--- src/rtl/des_iter_core.sv ---
// -----------------------------------------------------------------------------
// des_iter_core
//   Iterative DES engine. Accepts one 64-bit block, a 64-bit key (parity bits
//   ignored) and an encrypt/decrypt select, then runs the 16 Feistel rounds,
//   ROUNDS_PER_CYCLE rounds per clock. The result is offered on a valid/ready
//   handshake and held until it is taken.
//
// Ports
//   clk        system clock, rising edge
//   rst        synchronous active-high reset
//   in_valid   block/key/mode presented       in_ready   core can accept (IDLE)
//   e          1 = encrypt, 0 = decrypt        k          64-bit key
//   in         64-bit input block
//   out_valid  result available (DONE)        out_ready  downstream takes result
//   out        64-bit result block             busy       high in RUN or DONE
//
// Bit numbering: DES table bit 1 is the MSB of the corresponding vector.
// -----------------------------------------------------------------------------
module des_iter_core #(
    parameter int ROUNDS_PER_CYCLE = 1
) (
    input  logic        clk,
    input  logic        rst,
    input  logic        in_valid,
    output logic        in_ready,
    input  logic        e,
    input  logic [63:0] k,
    input  logic [63:0] in,
    output logic        out_valid,
    input  logic        out_ready,
    output logic [63:0] out,
    output logic        busy
);
    localparam int RPC = ROUNDS_PER_CYCLE;

    genvar gi;
    generate
        for (gi = 0; gi < 1; gi++) begin : g_rpc_check
            if (!(RPC == 1 || RPC == 2 || RPC == 4 || RPC == 8 || RPC == 16)) begin : g_bad
                $error("des_iter_core: ROUNDS_PER_CYCLE must be 1, 2, 4, 8 or 16");
            end
        end
    endgenerate

    localparam logic [1:0] S_IDLE = 2'd0;
    localparam logic [1:0] S_RUN  = 2'd1;
    localparam logic [1:0] S_DONE = 2'd2;

    // ---------------- DES tables (1-based bit numbers, MSB = 1) ----------------
    localparam int IP_T [64] = '{58,50,42,34,26,18,10, 2, 60,52,44,36,28,20,12, 4,
                                 62,54,46,38,30,22,14, 6, 64,56,48,40,32,24,16, 8,
                                 57,49,41,33,25,17, 9, 1, 59,51,43,35,27,19,11, 3,
                                 61,53,45,37,29,21,13, 5, 63,55,47,39,31,23,15, 7};
    localparam int FP_T [64] = '{40, 8,48,16,56,24,64,32, 39, 7,47,15,55,23,63,31,
                                 38, 6,46,14,54,22,62,30, 37, 5,45,13,53,21,61,29,
                                 36, 4,44,12,52,20,60,28, 35, 3,43,11,51,19,59,27,
                                 34, 2,42,10,50,18,58,26, 33, 1,41, 9,49,17,57,25};
    localparam int E_T [48]  = '{32, 1, 2, 3, 4, 5,  4, 5, 6, 7, 8, 9,  8, 9,10,11,12,13,
                                 12,13,14,15,16,17, 16,17,18,19,20,21, 20,21,22,23,24,25,
                                 24,25,26,27,28,29, 28,29,30,31,32, 1};
    localparam int P_T [32]  = '{16, 7,20,21,29,12,28,17,  1,15,23,26, 5,18,31,10,
                                  2, 8,24,14,32,27, 3, 9, 19,13,30, 6,22,11, 4,25};
    localparam int PC1_T [56] = '{57,49,41,33,25,17, 9,  1,58,50,42,34,26,18,
                                  10, 2,59,51,43,35,27, 19,11, 3,60,52,44,36,
                                  63,55,47,39,31,23,15,  7,62,54,46,38,30,22,
                                  14, 6,61,53,45,37,29, 21,13, 5,28,20,12, 4};
    localparam int PC2_T [48] = '{14,17,11,24, 1, 5,  3,28,15, 6,21,10,
                                  23,19,12, 4,26, 8, 16, 7,27,20,13, 2,
                                  41,52,31,37,47,55, 30,40,51,45,33,48,
                                  44,49,39,56,34,53, 46,42,50,36,29,32};
    // S-box n entry at index row*16 + col
    localparam int SB [8][64] = '{
        '{14, 4,13, 1, 2,15,11, 8, 3,10, 6,12, 5, 9, 0, 7,  0,15, 7, 4,14, 2,13, 1,10, 6,12,11, 9, 5, 3, 8,
           4, 1,14, 8,13, 6, 2,11,15,12, 9, 7, 3,10, 5, 0, 15,12, 8, 2, 4, 9, 1, 7, 5,11, 3,14,10, 0, 6,13},
        '{15, 1, 8,14, 6,11, 3, 4, 9, 7, 2,13,12, 0, 5,10,  3,13, 4, 7,15, 2, 8,14,12, 0, 1,10, 6, 9,11, 5,
           0,14, 7,11,10, 4,13, 1, 5, 8,12, 6, 9, 3, 2,15, 13, 8,10, 1, 3,15, 4, 2,11, 6, 7,12, 0, 5,14, 9},
        '{10, 0, 9,14, 6, 3,15, 5, 1,13,12, 7,11, 4, 2, 8, 13, 7, 0, 9, 3, 4, 6,10, 2, 8, 5,14,12,11,15, 1,
          13, 6, 4, 9, 8,15, 3, 0,11, 1, 2,12, 5,10,14, 7,  1,10,13, 0, 6, 9, 8, 7, 4,15,14, 3,11, 5, 2,12},
        '{ 7,13,14, 3, 0, 6, 9,10, 1, 2, 8, 5,11,12, 4,15, 13, 8,11, 5, 6,15, 0, 3, 4, 7, 2,12, 1,10,14, 9,
          10, 6, 9, 0,12,11, 7,13,15, 1, 3,14, 5, 2, 8, 4,  3,15, 0, 6,10, 1,13, 8, 9, 4, 5,11,12, 7, 2,14},
        '{ 2,12, 4, 1, 7,10,11, 6, 8, 5, 3,15,13, 0,14, 9, 14,11, 2,12, 4, 7,13, 1, 5, 0,15,10, 3, 9, 8, 6,
           4, 2, 1,11,10,13, 7, 8,15, 9,12, 5, 6, 3, 0,14, 11, 8,12, 7, 1,14, 2,13, 6,15, 0, 9,10, 4, 5, 3},
        '{12, 1,10,15, 9, 2, 6, 8, 0,13, 3, 4,14, 7, 5,11, 10,15, 4, 2, 7,12, 9, 5, 6, 1,13,14, 0,11, 3, 8,
           9,14,15, 5, 2, 8,12, 3, 7, 0, 4,10, 1,13,11, 6,  4, 3, 2,12, 9, 5,15,10,11,14, 1, 7, 6, 0, 8,13},
        '{ 4,11, 2,14,15, 0, 8,13, 3,12, 9, 7, 5,10, 6, 1, 13, 0,11, 7, 4, 9, 1,10,14, 3, 5,12, 2,15, 8, 6,
           1, 4,11,13,12, 3, 7,14,10,15, 6, 8, 0, 5, 9, 2,  6,11,13, 8, 1, 4,10, 7, 9, 5, 0,15,14, 2, 3,12},
        '{13, 2, 8, 4, 6,15,11, 1,10, 9, 3,14, 5, 0,12, 7,  1,15,13, 8,10, 3, 7, 4,12, 5, 6,11, 0,14, 9, 2,
           7,11, 4, 1, 9,12,14, 2, 0, 6,10,13,15, 3, 5, 8,  2, 1,14, 7, 4,10, 8,13,15,12, 9, 0, 3, 5, 6,11}
    };

    // ---------------- permutation helpers ----------------
    function automatic logic [63:0] perm_ip(input logic [63:0] x);
        logic [63:0] o;
        o = '0;
        for (int j = 0; j < 64; j++) o[6'(63 - j)] = x[6'(64 - IP_T[j])];
        return o;
    endfunction

    function automatic logic [63:0] perm_fp(input logic [63:0] x);
        logic [63:0] o;
        o = '0;
        for (int j = 0; j < 64; j++) o[6'(63 - j)] = x[6'(64 - FP_T[j])];
        return o;
    endfunction

    function automatic logic [55:0] perm_pc1(input logic [63:0] x);
        logic [55:0] o;
        o = '0;
        for (int j = 0; j < 56; j++) o[6'(55 - j)] = x[6'(64 - PC1_T[j])];
        return o;
    endfunction

    function automatic logic [47:0] perm_pc2(input logic [55:0] x);
        logic [47:0] o;
        o = '0;
        for (int j = 0; j < 48; j++) o[6'(47 - j)] = x[6'(56 - PC2_T[j])];
        return o;
    endfunction

    // Feistel function f(R, K) = P(S(E(R) xor K))
    function automatic logic [31:0] feistel(input logic [31:0] r, input logic [47:0] sk);
        logic [47:0] x;
        logic [31:0] s;
        logic [31:0] o;
        logic [5:0]  b;
        x = '0;
        for (int j = 0; j < 48; j++) x[6'(47 - j)] = r[5'(32 - E_T[j])];
        x = x ^ sk;
        s = '0;
        for (int n = 0; n < 8; n++) begin
            b = x[6'(47 - 6 * n) -: 6];
            // row = outer bits, column = inner four bits
            s[5'(31 - 4 * n) -: 4] = 4'(SB[n][int'({b[5], b[0], b[4:1]})]);
        end
        o = '0;
        for (int j = 0; j < 32; j++) o[5'(31 - j)] = s[5'(32 - P_T[j])];
        return o;
    endfunction

    // ---------------- state ----------------
    logic [1:0]  state_q, state_d;
    logic [31:0] l_q, l_d, r_q, r_d;
    logic [27:0] c_q, c_d, d_q, d_d;
    logic [4:0]  rnd_q, rnd_d;
    logic        mode_q, mode_d;
    logic [63:0] out_q, out_d;

    // Combinational chain of RPC rounds starting from the registered state
    logic [31:0] l_w, r_w, f_w;
    logic [27:0] c_w, d_w;
    logic [4:0]  rnd_i, rnd_end;
    logic [47:0] subkey;

    always_comb begin
        l_w    = l_q;
        r_w    = r_q;
        c_w    = c_q;
        d_w    = d_q;
        rnd_i  = rnd_q;
        subkey = '0;
        f_w    = '0;
        for (int s = 0; s < RPC; s++) begin
            rnd_i = rnd_q + 5'(s + 1);
            if (mode_q) begin
                // Encrypt: single-bit rotate in rounds 1, 2, 9, 16
                if (rnd_i == 5'd1 || rnd_i == 5'd2 || rnd_i == 5'd9 || rnd_i == 5'd16) begin
                    c_w = {c_w[26:0], c_w[27]};
                    d_w = {d_w[26:0], d_w[27]};
                end else begin
                    c_w = {c_w[25:0], c_w[27:26]};
                    d_w = {d_w[25:0], d_w[27:26]};
                end
            end else if (rnd_i != 5'd1) begin
                // Decrypt walks the schedule backwards: C16 equals C0, so round 1
                // uses the unrotated halves and later rounds undo the encrypt
                // shifts in reverse order (single-bit in rounds 2, 9, 16).
                if (rnd_i == 5'd2 || rnd_i == 5'd9 || rnd_i == 5'd16) begin
                    c_w = {c_w[0], c_w[27:1]};
                    d_w = {d_w[0], d_w[27:1]};
                end else begin
                    c_w = {c_w[1:0], c_w[27:2]};
                    d_w = {d_w[1:0], d_w[27:2]};
                end
            end
            subkey = perm_pc2({c_w, d_w});
            f_w    = l_w ^ feistel(r_w, subkey);
            l_w    = r_w;
            r_w    = f_w;
        end
    end

    assign rnd_end = rnd_q + 5'(RPC);

    always_comb begin
        state_d = state_q;
        l_d     = l_q;
        r_d     = r_q;
        c_d     = c_q;
        d_d     = d_q;
        rnd_d   = rnd_q;
        mode_d  = mode_q;
        out_d   = out_q;
        case (state_q)
            S_IDLE: begin
                if (in_valid) begin
                    {l_d, r_d} = perm_ip(in);
                    {c_d, d_d} = perm_pc1(k);
                    mode_d     = e;
                    rnd_d      = '0;
                    state_d    = S_RUN;
                end
            end
            S_RUN: begin
                l_d   = l_w;
                r_d   = r_w;
                c_d   = c_w;
                d_d   = d_w;
                rnd_d = rnd_end;
                if (rnd_end == 5'd16) begin
                    // Halves swapped before the final permutation
                    out_d   = perm_fp({r_w, l_w});
                    state_d = S_DONE;
                end
            end
            S_DONE: begin
                if (out_ready) state_d = S_IDLE;
            end
            default: state_d = S_IDLE;
        endcase
    end

    always_ff @(posedge clk) begin
        if (rst) begin
            state_q <= S_IDLE;
            l_q     <= '0;
            r_q     <= '0;
            c_q     <= '0;
            d_q     <= '0;
            rnd_q   <= '0;
            mode_q  <= 1'b0;
            out_q   <= '0;
        end else begin
            state_q <= state_d;
            l_q     <= l_d;
            r_q     <= r_d;
            c_q     <= c_d;
            d_q     <= d_d;
            rnd_q   <= rnd_d;
            mode_q  <= mode_d;
            out_q   <= out_d;
        end
    end

    assign in_ready  = (state_q == S_IDLE);
    assign out_valid = (state_q == S_DONE);
    assign busy      = (state_q != S_IDLE);
    assign out       = out_q;

endmodule
--- config.mk ---
export PLATFORM = sky130hd
export DESIGN_NAME = des_iter_core
export DESIGN_NICKNAME = d
export VERILOG_FILES = /design/src/rtl/des_iter_core.sv
export SDC_FILE = /design/constraint.sdc
export NUM_CORES = 1
export LEC_CHECK = 0
export BUFFER_PORTS_ARGS = -buffer_cell sky130_fd_sc_hd__buf_2
export CELL_PAD_IN_SITES_DETAIL_PLACEMENT = 0
export CELL_PAD_IN_SITES_GLOBAL_PLACEMENT = 1
export CORE_MARGIN = 8
export CORE_UTILIZATION = 34
export DETAILED_ROUTE_END_ITERATION = 8
export PLACE_DENSITY_LB_ADDON = 0.1
export SYNTH_ARGS = -nofsm -noshare
export SYNTH_HDL_FRONTEND = slang
export SYNTH_SLANG_ARGS = --single-unit
--- constraint.sdc ---
create_clock -name clk -period 3.9 [get_ports clk]
set_input_delay 0.78 -clock clk [delete_from_list [all_inputs] [get_ports clk]]
set_output_delay 0.78 -clock clk [all_outputs]
set_load 0.02 [all_outputs]
==> impl_metrics.csv, run 1 <==
group,metric,value,unit
global_route,grt_pass1_wl,36.4,mm
logic_synthesis,ys_ff_latch,87,
power_and_ir_drop,total_power,0.00350,W
critical_path,path_delay_family,"compound AO/OA/AOI/OAI gates",
logic_synthesis,synth_edf_count,0,
cts,clock-sinks,87,
layout,area_growth,31.7,%
detailed_routing,routed_wirelength,23.0,mm
logic_synthesis,synth_cells,837,
logic_synthesis,ys_warn_count,0,
global_route,antenna_found_initial,0,
logic_synthesis,synth_top_area_share,0.268,
critical_path,crit_path_end_kind,"register",
power_and_ir_drop,power.density,409,nW/um^2
outcome,outcome,"finished clean",
logic_synthesis,async_flop_share,0,
critical_path,startpoint_type,"register",
layout,drive_gt1_frac,0.315,
global_route,grt_start_max_net_pins,43,
layout,fin_cells,1221,
detailed_routing,routed_via_density,5.42,
critical_path,crit_type,"reg2reg",
timing,finalCritPeriodShare,0.985,
timing,fin_crit,3840,ps
timing,worst_slew_pin_slew,864,ps
cts,clkTransAtPathRegs,80,ps
logic_synthesis,yosysUniqueCellTypes,80,
timing,finClkSkew,6.61,ps
power_and_ir_drop,ir_drop,0.000223,V
placement,dp_hpwl,16.7,mm
detailed_routing,postRouteAntennaNets,0,
timing,rsz0062_at_grt,"true",
logic_synthesis,avgSynthCellArea,7.78,um^2
placement,port_buffers,51,
logic_synthesis,syn_area,6510,um^2
layout,fin_nets,1138,
critical_path,worstPathArrival,4050,ps
timing,holdWs,497,ps
floorplanning,core_area,18800,um^2
critical_path,cp_max_fo,8,
cts,cts_max_path_buffers,2,
floorplanning,fp.dieH,154,um
global_route,grt_overflow,0,
critical_path,required,4100,ps
placement,gp_congestion,0.888,
cts,cts_tree,"built",
cts,cts-hold-fix-buffers,0,
cts,cts_made_buffers,9,
detailed_routing,first_pass_iters,4,
timing,setup_violations,0,
detailed_routing,post_drt_wl_per_cell,18.9,um
critical_path,critPathMaxStageDelay,550,ps
floorplanning,start_util,0.347,
job,drv_cap,0,
power_and_ir_drop,power.leakage,3.74,nW
timing,max_clock_freq,260,MHz
detailed_routing,drc_errors,0,
placement,placedCellCount,1184,
cts,clock-root-buffer,"clkbuf_16",
cts,htreeDepth,3,
timing,slew_violations,0,
layout,antennaDiodeCount,0,
timing,slew_headroom,0.423,
timing,hold_viol,0,
logic_synthesis,synth_sequential_area_ratio,0.268,
floorplanning,dieArea,23800,um^2
detailed_routing,drt_iter0_markers,374,
critical_path,rrSetupSlack,60,ps
logic_synthesis,synth_most_common_cell,"nor2_1",
cts,clock_latency,350,ps
logic_synthesis,yosys-top-cells-area,"dfxtp_1, mux2i_1, nor2_1, buf_4, a22oi_1",
global_route,grt_pass1_vias,6615,
floorplanning,die_w,154,um
floorplanning,boundaryPins,200,
critical_path,slowest_stage,"or4_4",
logic_synthesis,synth_flop_cell,"dfxtp_1",
layout,fillers,1918,
critical_path,crit_buf_inv,3,
logic_synthesis,yosys.area.top_type,"dfxtp_1",
critical_path,cp_cell_sequence,"buf_8, inv_4, ha_4, mux2i_1, or4_4, o221a_4, nand2_4, mux2_4, nor4_4, buf_6, xnor2_2, xnor2_1, a221o_1, a221oi_4, mux2i_2, a2111oi_4",
min_path,hold_path_class,"reg2reg",
detailed_routing,vias,6616,
logic_synthesis,synth_commonest_cells,"nor2_1, dfxtp_1, mux2i_1",
floorplanning,placementRows,50,
global_route,grt_usage,0.189,
[worst reg2reg max path, cell delays in order (launching register included)]
cell       delay [ps]
dfxtp_2           330
buf_8             140
inv_4              50
ha_4              120
mux2i_1            70
or4_4             550
o221a_4           190
nand2_4           130
mux2_4            320
nor4_4            280
buf_6             170
xnor2_2           130
xnor2_1           120
a221o_1           350
a221oi_4          380
mux2i_2           310
a2111oi_4          70
[final timing paths]
check / from / end / cells past startpoint
hold reg to reg: out[15] / out[15] / 2
hold / removal: out[15] / out[15] / 2
setup / recovery: rnd_q[0] / l_w[13] / 16
setup reg to reg: rnd_q[0] / l_w[13] / 16
[layer usage]
metal	up-vias	part of all wire	wire length (um)	GRT usage
met5	-	0	0	0
met4	0	0.023	534	0.0672
met3	31	0.043	994	0.0273
met2	191	0.48	10900	0.311
met1	3169	0.46	10600	0.246
li1	3225	-	-	-
[cells by family after synthesis]
| group | share of synthesized area |
|---|---|
| fa+ha+maj | 0.0442 |
| xor+xnor | 0.0317 |
| compound gates | 0.248 |
| buf+inv | 0.105 |
| flops | 0.268 |
| simple gates | 0.204 |
| mux | 0.0992 |
| other cells | 0.000576 |
[per-stage QoR]
| step | util | TNS [ps] | worst slack [ps] | cell area, um^2 |
|---|---|---|---|---|
| after CTS | 0.438 | 0 | 7.68 | 8220 |
| after floorplan | - | 0 | 5.59 | 6770 |
| after global placement | 0.406 | -1740 | -320 | 7630 |
| after global routing | 0.457 | -347 | -84.5 | 8580 |
| after detailed placement | 0.406 | -2470 | -525 | 7630 |
| final | 0.457 | 0 | 58.6 | 8580 |
[what timing repair did]
item | CTS | global route
pin swaps | 10 | 34
endpoints found under the setup margin | 7 | 7
gates resized for setup | 38 | 65
gates cloned | 1 | 0
buffers inserted | 10 | 10
[area by class of cell]
type	instances	area, um^2	share of cell area
clock buffer	9	225	0.0263
clock inverter	7	72.6	0.00846
inverter	22	91.3	0.0107
multi-input combinational	669	4740	0.553
sequential	87	1750	0.204
tap	234	293	0.0341
timing repair buffer	193	1410	0.164
[power breakdown]
group | switching (W) | leakage, nW | internal [W]
Sequential | 0.0000709 | 0.711 | 0.000936
Clock | 0.000431 | 0.143 | 0.000453
Combinational | 0.000853 | 2.88 | 0.000761
[state kept, by name (all words and copies together) (netlist names)]
register / flops
d_q: 28
out: 16
rnd_q: 5
state_q: 2
l_w: 20
l_q: 15
mode_q: 1
[layout by cell type, fill, tap and decap left out, types with 8 or more instances in the layout]
| master | instances |
|---|---|
| nor2_1 | 138 |
| buf_4 | 128 |
| dfxtp_1 | 84 |
| buf_2 | 51 |
| conb_1 | 48 |
| mux2i_1 | 47 |
| a21oi_1 | 40 |
| a22oi_1 | 40 |
| nand2_1 | 37 |
| nor3_1 | 28 |
| a211oi_1 | 23 |
| o21ai_0 | 22 |
| nand3_1 | 20 |
| inv_1 | 15 |
| ha_1 | 12 |
| a31oi_1 | 11 |
| clkbuf_16 | 9 |
| buf_6 | 9 |
| o21ai_1 | 8 |
| xor2_1 | 8 |
Power figures use the tool's default switching activity.
==> run 2, diff against run 1 <==
--- a/config.mk
+++ b/config.mk
@@ -9,9 +9,11 @@
 export CELL_PAD_IN_SITES_DETAIL_PLACEMENT = 0
 export CELL_PAD_IN_SITES_GLOBAL_PLACEMENT = 1
 export CORE_MARGIN = 8
-export CORE_UTILIZATION = 34
+export CORE_UTILIZATION = 35
+export CTS_BUF_LIST = sky130_fd_sc_hd__clkbuf_8
 export DETAILED_ROUTE_END_ITERATION = 8
 export PLACE_DENSITY_LB_ADDON = 0.1
+export SLEW_MARGIN = 20
 export SYNTH_ARGS = -nofsm -noshare
 export SYNTH_HDL_FRONTEND = slang
 export SYNTH_SLANG_ARGS = --single-unit
==> impl_metrics.csv, run 2 (synthesis gave the netlist of run 1 again) <==
group,metric,value,unit
outcome,outcome,"finished clean",
critical_path,required,4180,ps
critical_path,cp_max_fo,8,
placement,dp_hpwl,17.1,mm
timing,hold_viol,0,
cts,clkTransAtPathRegs,110,ps
cts,cts-hold-fix-buffers,0,
layout,top_register,"d_q",
placement,gp_congestion,0.933,
timing,finClkSkew,7.31,ps
layout,final_common_cell,"buf_4",
layout,stdcell_area,8790,um^2
timing,finalCritPeriodShare,0.985,
detailed_routing,first_pass_iters,5,
global_route,grt_overflow,0,
layout,area_growth,35.0,%
detailed_routing,drc_errors,0,
timing,rsz0062_at_grt,"true",
global_route,grt_pass1_vias,6762,
cts,clock-sinks,87,
detailed_routing,routed_via_density,5.51,
layout,antennaDiodeCount,0,
global_route,grt_start_max_net_pins,49,
global_route,grt_pass1_wl,36.7,mm
critical_path,crit_type,"reg2reg",
floorplanning,boundaryPins,200,
placement,place_area,7770,um^2
timing,setup_ws,58.7,ps
timing,slew_headroom,0.491,
power_and_ir_drop,ir_drop,0.000162,V
cts,cts_tree,"built",
timing,max_clock_freq,260,MHz
layout,mostFrequentLayoutCells,"buf_4, nor2_1, dfxtp_1",
critical_path,worstPathArrival,4130,ps
floorplanning,start_util,0.353,
layout,largest_reg_flops,28,
timing,slew_violations,0,
cts,clock-root-buffer,"clkbuf_8",
detailed_routing,post_drt_wl_per_cell,18.9,um
critical_path,critPathMaxStageDelay,500,ps
layout,fin_nets,1151,
placement,port_buffers,51,
global_route,grt_usage,0.193,
placement,place_ws,-220,ps
critical_path,startpoint_type,"register",
timing,setup_tns,0,ps
floorplanning,placementRows,50,
critical_path,rrSetupSlack,60,ps
cts,cts_max_path_buffers,2,
cts,htreeDepth,3,
critical_path,slowest_stage,"or4_4",
layout,fin_cells,1234,
detailed_routing,routed_wirelength,23.3,mm
timing,setup_violations,0,
power_and_ir_drop,power.leakage,3.79,nW
critical_path,crit_path_end_kind,"register",
detailed_routing,drt_iter0_markers,337,
floorplanning,die_w,152,um
floorplanning,core_area,18500,um^2
timing,worst_slew_pin_slew,759,ps
timing,fin_crit,3840,ps
floorplanning,fp.dieH,152,um
placement,placedCellCount,1201,
power_and_ir_drop,total_power,0.00338,W
layout,drive_gt1_frac,0.339,
critical_path,cp_cell_sequence,"ha_4, buf_6, or4_4, o221a_4, a31oi_4, o21ai_2, buf_4, buf_4, and3_4, or2_4, buf_4, ha_4, or3_4, a21oi_2, o41ai_4, o31ai_4, xor2_1, a22o_1",
job,drv_cap,0,
layout,fillers,1839,
floorplanning,dieArea,23200,um^2
detailed_routing,vias,6797,
global_route,antenna_found_initial,0,
cts,cts_made_buffers,9,
power_and_ir_drop,power.density,384,nW/um^2
min_path,hold_path_class,"reg2reg",
cts,clock_latency,390,ps
critical_path,path_common_cell,"buf_4",
detailed_routing,postRouteAntennaNets,0,
==> run 2: routing by layer <==
metal,up-vias,routed length [um],track usage
li1,3249,-,-
met1,3296,10400,0.244
met2,216,11000,0.325
met3,36,1230,0.0360
met4,0,599,0.0600
met5,-,0,0
==> run 2: power breakdown <==
part / total (W) / internal [W] / switching, W
clock: 0.000660 / 0.000255 / 0.000405
sequential: 0.00101 / 0.000935 / 0.0000789
combinational: 0.00170 / 0.000819 / 0.000882
total: 0.00338 / 0.00201 / 0.00137
==> run 2: critical path: cells and delay by family, from the launching register on <==
family,cells,cell delay (ps)
xor+xnor,1,100
simple gates,4,1340
flops,1,390
fa+ha+maj,2,330
buf+inv,4,560
compound gates,7,1020
==> run 2: through the flow <==
stage	hold slack, ps	utilization
finish	497	0.476
global route	524	0.476
CTS	509	0.437
detailed placement	482	0.421
global placement	473	0.421
floorplan	466	-
==> run 2: repair_timing <==
item / in CTS / in global routing
setup endpoints to repair: 6 / 7
gates resized for setup: 17 / 106
setup buffers: 1 / 20
pin swaps: 3 / 37
==> run 2: path summary, 6_finish.rpt <==
kind                            startpoint      end  cells past startpoint
worst max register to register    rnd_q[0]  l_w[10]                     18
worst max-delay path              rnd_q[0]  l_w[10]                     18
worst min register to register      out[1]   out[1]                      2
worst min-delay path                out[1]   out[1]                      2
==> run 2: cell type report <==
class | count | area, um^2 | share of cell area
inverters | 22 | 91.3 | 0.0104
repair buffers | 206 | 1520 | 0.172
well taps | 234 | 293 | 0.0333
flip-flops and latches | 87 | 1750 | 0.199
clock buffers | 9 | 124 | 0.0141
multi-input cells | 669 | 4940 | 0.562
clock inverters | 7 | 72.6 | 0.00826
==> run 3, diff against run 2 <==
--- a/config.mk
+++ b/config.mk
@@ -5,14 +5,16 @@
 export SDC_FILE = /design/constraint.sdc
 export NUM_CORES = 1
 export LEC_CHECK = 0
+export ABC_AREA = 1
 export BUFFER_PORTS_ARGS = -buffer_cell sky130_fd_sc_hd__buf_2
 export CELL_PAD_IN_SITES_DETAIL_PLACEMENT = 0
 export CELL_PAD_IN_SITES_GLOBAL_PLACEMENT = 1
 export CORE_MARGIN = 8
-export CORE_UTILIZATION = 35
+export CORE_UTILIZATION = 33
 export CTS_BUF_LIST = sky130_fd_sc_hd__clkbuf_8
 export DETAILED_ROUTE_END_ITERATION = 8
 export PLACE_DENSITY_LB_ADDON = 0.1
+export SETUP_SLACK_MARGIN = 0.3
 export SLEW_MARGIN = 20
 export SYNTH_ARGS = -nofsm -noshare
 export SYNTH_HDL_FRONTEND = slang
==> impl_metrics.csv, run 3 <==
group,metric,value,unit
global_route,grt_pass1_wl,32.7,mm
detailed_routing,postRouteAntennaNets,0,
critical_path,crit_path_end_kind,"register",
timing,finalCritPeriodShare,0.848,
logic_synthesis,synth_cells,984,
floorplanning,start_util,0.334,
outcome,outcome,"finished clean",
logic_synthesis,synth_most_common_cell,"nand2_1",
cts,clkTransAtPathRegs,100,ps
global_route,grt_start_max_net_pins,62,
cts,htreeDepth,3,
floorplanning,fp.dieH,156,um
detailed_routing,routed_via_density,4.81,
detailed_routing,routed_wirelength,20.5,mm
placement,place_area,6830,um^2
logic_synthesis,synth_commonest_cells,"nand2_1, nand3_1, dfxtp_1",
timing,setup_violations,0,
timing,finClkSkew,11.0,ps
logic_synthesis,synth_sequential_area_ratio,0.270,
critical_path,cp_max_fo,8,
timing,max_clock_freq,302,MHz
global_route,antenna_found_initial,0,
layout,antennaDiodeCount,0,
power_and_ir_drop,ir_drop,0.000138,V
detailed_routing,post_drt_wl_per_cell,15.8,um
timing,rsz0062_at_grt,"false",
logic_synthesis,ys_ff_latch,87,
logic_synthesis,async_flop_share,0,
logic_synthesis,synth_flop_cell,"dfxtp_1",
layout,stdcell_area,7150,um^2
detailed_routing,first_pass_iters,4,
job,drv_cap,0,
timing,worst_slew_pin_slew,837,ps
detailed_routing,drc_errors,0,
critical_path,worstPathArrival,3610,ps
floorplanning,boundaryPins,200,
timing,fin_crit,3310,ps
critical_path,startpoint_type,"register",
logic_synthesis,ys_warn_count,0,
floorplanning,placementRows,51,
global_route,grt_overflow,0,
layout,drive_gt1_frac,0.178,
cts,cts_made_buffers,9,
power_and_ir_drop,power.leakage,3.17,nW
logic_synthesis,syn_area,6460,um^2
layout,multi_input_area,4030,um^2
cts,clock-root-buffer,"clkbuf_8",
cts,cts_max_path_buffers,2,
floorplanning,dieArea,24300,um^2
layout,fillers,2187,
layout,fin_nets,1188,
power_and_ir_drop,power.density,429,nW/um^2
cts,cts-hold-fix-buffers,0,
critical_path,required,4200,ps
timing,hold_viol,0,
logic_synthesis,yosys.area.top_type,"dfxtp_1",
logic_synthesis,yosys-top-cells-area,"dfxtp_1, nand2_1, nand3_1, a21oi_1, buf_4",
cts,clock-sinks,87,
placement,dp_hpwl,15.3,mm
global_route,grt_pass1_vias,6058,
layout,top_register,"d_q",
timing,setup_tns,0,ps
detailed_routing,drt_iter0_markers,319,
floorplanning,die_w,156,um
layout,mostFrequentLayoutCells,"nand2_1, nand3_1, dfxtp_1",
layout,area_growth,10.7,%
floorplanning,core_area,19300,um^2
layout,largest_reg_flops,28,
global_route,grt_usage,0.169,
min_path,hold_path_class,"reg2reg",
layout,final_common_cell,"nand2_1",
cts,cts_tree,"built",
logic_synthesis,synth_top_area_share,0.270,
detailed_routing,vias,6265,
layout,seqCellArea,1740,um^2
timing,slew_headroom,0.441,
logic_synthesis,synth_edf_count,0,
timing,slew_violations,0,
placement,gp_congestion,0.843,
placement,port_buffers,51,
cts,clock_latency,380,ps
critical_path,crit_type,"reg2reg",
logic_synthesis,yosysUniqueCellTypes,42,
logic_synthesis,avgSynthCellArea,6.56,um^2
[run 3: layout make-up]
type / instances / share of cell area
inverter: 91 / 0.0478
clock buffer: 9 / 0.0173
multi-input combinational: 764 / 0.564
tap: 265 / 0.0464
clock inverter: 7 / 0.0133
timing repair buffer: 79 / 0.0669
sequential: 87 / 0.244
[run 3: what timing repair did]
item	4_1_cts	5_1_grt
buffers inserted	0	6
setup endpoints to repair	0	7
resized for setup	0	6
[run 3: worst paths after layout]
kind,start,endpoint,slack [ps],cells after the start
setup / recovery,rnd_q[0],l_w[3],590,20
hold / removal,l_q[20],l_q[20],470,2
setup reg to reg,rnd_q[0],l_w[3],590,20
hold reg to reg,l_q[20],l_q[20],470,2
[run 3: metrics by stage]
stage,worst slack [ps],cells,total power (W),hold slack (ps),utilization
detailed placement,388,1278,0.00233,458,0.353
finish,594,1302,0.00307,468,0.370
global placement,366,1278,0.00234,450,0.353
floorplan,804,1031,0.00204,441,-
global route,308,1302,0.00331,489,0.370
CTS,368,1294,0.00308,473,0.365
[run 3: report_power, final]
group          switching [W]  leakage [nW]  internal (W)
logic               0.000887          2.35      0.000439
registers          0.0000565         0.710      0.000941
clock network       0.000379         0.110      0.000364
total                0.00132          3.17       0.00174
[run 3: per-layer routing]
| layer | vias up | routed length (um) | track usage | part of all wire |
|---|---|---|---|---|
| met5 | - | 0 | 0 | 0 |
| met4 | 0 | 457 | 0.0628 | 0.022 |
| met3 | 25 | 1070 | 0.0327 | 0.052 |
| met2 | 158 | 9500 | 0.279 | 0.46 |
| met1 | 2836 | 9490 | 0.214 | 0.46 |
| li1 | 3246 | - | - | - |
[run 3: kinds of logic (layout without fill, tap and decap cells)]
logic type               count (synthesis)  count (layout)  synth area share
adder cells (fa/ha/maj)                 23              23            0.0445
buffers and inverters                  182             186             0.143
AND/OR/NAND/NOR                        503             505             0.355
flip-flops                              87              87             0.270
other                                    1              48          0.000581
AO/OA/AOI/OAI                          184             184             0.180
XOR/XNOR                                 4               4           0.00775
[run 3: worst max-delay path, cell delays in order, from the launching register on]
cell	delay (ps)
dfxtp_2	380
ha_2	230
nand4_1	170
nand2_2	150
nand4_4	170
buf_4	240
nand3_4	150
buf_4	180
nand2_1	50
nand3_1	80
nand2_2	150
ha_1	380
nand3_1	150
nand2_1	90
o21ai_1	160
nand2_1	70
nand3_1	100
nand2_1	50
nand2_1	50
nand3_1	70
a21oi_1	150
